## config.mk

```make
export PLATFORM = sky130hd
export DESIGN_NAME = dreg_bank
export DESIGN_NICKNAME = d
export VERILOG_FILES = /design/src/rtl/dreg_pkg.sv /design/src/rtl/dreg_chan.sv /design/src/rtl/dreg_bank.sv
export SDC_FILE = /design/constraint.sdc
export NUM_CORES = 1
export LEC_CHECK = 0
export ABC_AREA = 1
export CORE_MARGIN = 8
export CORE_UTILIZATION = 53
export CTS_BUF_LIST = sky130_fd_sc_hd__clkbuf_8
export DETAILED_ROUTE_END_ITERATION = 10
export GPL_TIMING_DRIVEN = 1
export HOLD_SLACK_MARGIN = 0.03
export PLACE_DENSITY = 0.88
export SETUP_SLACK_MARGIN = 0.2
export SLEW_MARGIN = 25
export SYNTH_ARGS = -nofsm -noshare
export SYNTH_HDL_FRONTEND = slang
export SYNTH_HIERARCHICAL = 1
export SYNTH_SLANG_ARGS = --single-unit
```

## constraint.sdc

```tcl
create_clock -name clk -period 3.3 [get_ports clk]
set_input_delay 0.66 -clock clk [delete_from_list [all_inputs] [get_ports clk]]
set_output_delay 0.66 -clock clk [all_outputs]
set_load 0.005 [all_outputs]
```

## src/rtl/dreg_pkg.sv

```systemverilog
// dreg_pkg: op codes shared by the register bank and its channels.
package dreg_pkg;
    localparam logic [1:0] OP_HOLD   = 2'b00;
    localparam logic [1:0] OP_LOAD   = 2'b01;
    localparam logic [1:0] OP_CLEAR  = 2'b10;
    localparam logic [1:0] OP_INVERT = 2'b11;
endpackage

```

## src/rtl/dreg_chan.sv

```systemverilog
// dreg_chan: one clocked storage channel with true/complement outputs, loaded flag and change pulse.
module dreg_chan
    import dreg_pkg::*;
#(
    parameter int WIDTH = 8,
    parameter logic [WIDTH-1:0] RST_VAL = '0
) (
    input  logic             clk,
    input  logic             rst,
    input  logic [1:0]       op,
    input  logic [WIDTH-1:0] d,
    output logic [WIDTH-1:0] q,
    output logic [WIDTH-1:0] q_n,
    output logic             loaded,
    output logic             changed
);
    logic [WIDTH-1:0] q_nx;
    logic             loaded_nx;
    always_comb begin
        q_nx      = op == OP_LOAD   ? d :
                    op == OP_CLEAR  ? RST_VAL :
                    op == OP_INVERT ? ~q : q;
        loaded_nx = op == OP_LOAD ? 1'b1 : op == OP_CLEAR ? 1'b0 : loaded;
    end
    // q_n is registered from the same next value so it can never lag q.
    always_ff @(posedge clk or posedge rst) begin
        if (rst) begin
            q       <= RST_VAL;
            q_n     <= ~RST_VAL;
            loaded  <= 1'b0;
            changed <= 1'b0;
        end else begin
            q       <= q_nx;
            q_n     <= ~q_nx;
            loaded  <= loaded_nx;
            changed <= q_nx != q;
        end
    end
endmodule

```

## src/rtl/dreg_bank.sv

```systemverilog
// dreg_bank: CH independent clocked channels replacing level-sensitive latches; freeze forces HOLD.
module dreg_bank
    import dreg_pkg::*;
#(
    parameter int WIDTH = 8,
    parameter int CH    = 4,
    parameter logic [WIDTH-1:0] RST_VAL = '0
) (
    input  logic                clk,
    input  logic                rst,
    input  logic                freeze,
    input  logic [2*CH-1:0]     op,
    input  logic [WIDTH*CH-1:0] D,
    output logic [WIDTH*CH-1:0] Q,
    output logic [WIDTH*CH-1:0] Q_n,
    output logic [CH-1:0]       loaded,
    output logic [CH-1:0]       changed
);
    for (genvar c = 0; c < CH; c++) begin : g_ch
        logic [1:0] op_c;
        assign op_c = freeze ? OP_HOLD : op[2*c +: 2];
        dreg_chan #(.WIDTH(WIDTH), .RST_VAL(RST_VAL)) u_chan (
            .clk     (clk),
            .rst     (rst),
            .op      (op_c),
            .d       (D[c*WIDTH +: WIDTH]),
            .q       (Q[c*WIDTH +: WIDTH]),
            .q_n     (Q_n[c*WIDTH +: WIDTH]),
            .loaded  (loaded[c]),
            .changed (changed[c])
        );
    end
endmodule

```

==> results.md <==
- Worst r2r dst: g_ch[1].u_chan/changed
- CORE AREA: a little over 7000 µm²
- Worst VDD drop: 263 µV
- Overflow after GRT: 0
- Complex-gate fraction of the synthesized area: 0%
- Simple-Gate Fraction of Synth Area: 34.1%
- Yosys top cell area share: 25.7%
- DRC: 0
- Commonest non-fill, non-tap cell in the layout: nand2_1
- Relative slew slack: 54.2%
- Yosys cell types: 12
- Most frequent cells in the layout: 184 x nand2_1, 114 x clkdlybuf4s50_1, 105 x inv_1, 64 x nand3_1, 40 x dfrtp_1
- Period minus WS final: around 2.5 ns
- Worst Tran Pin Value: 0.686 ns
- Worst Hold Depth: 1
- Vias in the first global route: 3491
- Syn-to-layout area delta: 35.6%
- FMAX: between 300 and 400 MHz
- Crit path max fanout: 10
- WHS Endpoint: g_ch[1].u_chan/loaded
- Chip width: 102 µm
- Startpoint types: input pin
- R2r worst-path depth: 9
- Setup violation total in the final timing report: 0
- Global-route wire length before repair: 15500 µm
- Syn_nets: 556
- RePlAce Congestion: 0.867
- Post-CTS resize count: 0
- Routed wire length: 9360 µm
- Reg2reg setup slack: between 2 and 2.5 ns
- First drt pass iteration count: 4
- Yosys reg bits: 72
- WL per Instance: 13.0 µm
- Post-CTS Setup Bufs: 0
- Antenna viol nets, final: 0
- # rows: 31
- CTS tree: yes
- Non-Filler Instances: 721
- Hold slack final: about 0.5 ns
- Num CTS Buffers: 9
- Setup TNS: 0 ns
- Clock transition at the registers of the reported paths: 0.07 ns
- Vias per cell: 4.77
- CTS root buf: clkbuf_8
- Height of the die: 102 µm
- Share of cells above drive strength 1: between 10% and 20%
- Hold-fix buffers, CTS: 0
- Most Frequent Cell on Critical Path: nand2_1
- Port bufs: 114
- Final core utilization: 73.5%
- Crit. End Element: flip-flop
- Launch point of the worst hold path: g_ch[1].u_chan/loaded
- Slowest cell delay on critical path: 0.56 ns
- Clock sink count: between 70 and 80
- Area contributors post-synth: dfrtp_1 26%, dfstp_2 22%, nand2_1 18%, inv_1 10%, nand3_1 8.2%
- H-tree levels: 3
- Maxcap violations: 0
- Vias: 3440
- Largest family of logic cells by synthesized area: simple AND/OR/NAND/NOR gates
- Final Cycle Share: 76.6%
- Post-synthesis mux area share: 1.16%
- Initial antenna violation count: 0
- Largest net degree at the start of global routing: 19
- Diode count: 0
- Static Leak: 2.71 nW
- Pwr/cell area: 508 nW/µm²
- Syn Std Cell Area: a little under 4000 µm²
- R2r startpoint: g_ch[1].u_chan/q[7]
- Arrival @ worst endpoint: between 2 and 3 ns
- Post-Synthesis Cells: about 500
- Worst skew pair latency: 0.33 ns
- CP Cell Sequence: clkdlybuf4s50_1, nor2_1, ha_1, nor2_8, nand3_1, nand2_2, nand2_1, nand2_1, inv_1, nand2_1, nor2_1, nand2_1
- Detailed router's first-iteration violation count: 60
- Syn_area_per_cell: between 7 and 8 µm²
- Layout net count: 672
- Unrepaired setup endpoints after global routing: no
- Status: complete, no violations
- Kind of critical path: input pin to flip-flop
- Ys Warns: 6
- CTS Buffer Depth: 2
- Worst clock skew: 0.00894 ns
- Post-Synth XOR/XNOR Area: 0%
- Total Routing Usage GR: 18.7%
- Yosys top cell by area: dfrtp_1
- Final slew viol count: 0
- Worst path required time: 3.52 ns
- I/O Pins: 115
- Synth Area in Adders: 3.86%
- Final HPWL from detailed placement: between 7000 and 8000 µm
- Slowest stage cell, crit path: clkdlybuf4s50_1
- Hold Path Class: flip-flop to flip-flop
- Final hold violation count: 0
- Seq/Total Area, Yosys: 47.3%
- Placed Cells: 705
- DIE AREA: 10300 µm²
- Starting Density: 54.2%
[synth_stat cells (all sizes together)]
| cell | n |
|---|---|
| buf | 9 |
| clkinv | 4 |
| dfrtp | 40 |
| dfstp | 32 |
| ha | 12 |
| inv | 104 |
| mux2 | 4 |
| nand2 | 212 |
| nand3 | 64 |
| nor2 | 20 |
[flip-flops by register name (all words and copies together) (netlist names)]
| name | cells |
|---|---|
| g_ch.u_chan/q | 32 |
| g_ch.u_chan/q_n | 32 |
| g_ch.u_chan/changed | 4 |
| g_ch.u_chan/loaded | 4 |
[area by class of cell]
cell class / count / area [µm²]
clock inverters: 6 / 83.8
fillers: 536 / 1900
well taps: 99 / 124
flip-flops and latches: 72 / 1840
clock buffers: 10 / 138
multi-input cells: 312 / 1520
inverters: 108 / 425
repair buffers: 114 / 1140
[worst max path at each step]
| stage | startpoint | end | slack [ns] | cells past startpoint |
|---|---|---|---|---|
| floorplan | freeze | g_ch[0].u_chan/changed | 1.31 | 13 |
| global placement | freeze | g_ch[3].u_chan/changed | 0.52 | 12 |
| global route | freeze | g_ch[2].u_chan/changed | 0.53 | 12 |
| finish | freeze | g_ch[2].u_chan/changed | 0.77 | 12 |
| detailed placement | freeze | g_ch[3].u_chan/changed | 0.43 | 12 |
| CTS | freeze | g_ch[3].u_chan/changed | 0.79 | 12 |
[metrics by stage]
stage          power, mW  worst slack (ns)  instance area (µm²)
2_1_floorplan       1.54              1.31                 3890
3_3_place_gp        1.91             0.518                 5050
3_5_place_dp        1.94             0.433                 5050
4_1_cts             2.72             0.791                 5280
5_1_grt             2.86             0.530                 5280
6_report            2.68             0.772                 5280
[routing by layer]
| metal | part of all wire [%] | routed length, µm | vias to the layer above | global-route usage [%] |
|---|---|---|---|---|
| li1 | - | - | 1720 | - |
| met3 | 8.1 | 757 | 13 | 5.70 |
| met5 | 0 | 0 | - | 0 |
| met2 | 52 | 4900 | 107 | 33.5 |
| met1 | 38 | 3590 | 1600 | 20.4 |
| met4 | 1.2 | 115 | 0 | 6.30 |
[worst max-delay path, delay by kind of cell]
family,cells,cell delay [ns]
fa+ha+maj,1,0.56
buf+inv,2,0.61
simple gates,9,0.90
[cells by family after synthesis]
kind of cell,count (synthesis)
fa+ha+maj,12
mux,4
simple gates,296
buf+inv,117
flops,72
[power by group]
| part | internal, mW | switching (mW) | leakage (nW) |
|---|---|---|---|
| clock | 0.442 | 0.316 | 0.110 |
| combinational | 0.407 | 0.379 | 1.77 |
| sequential | 1.05 | 0.0871 | 0.830 |
| total | 1.90 | 0.783 | 2.71 |
Note: power is estimated with default switching activity, not from simulation.
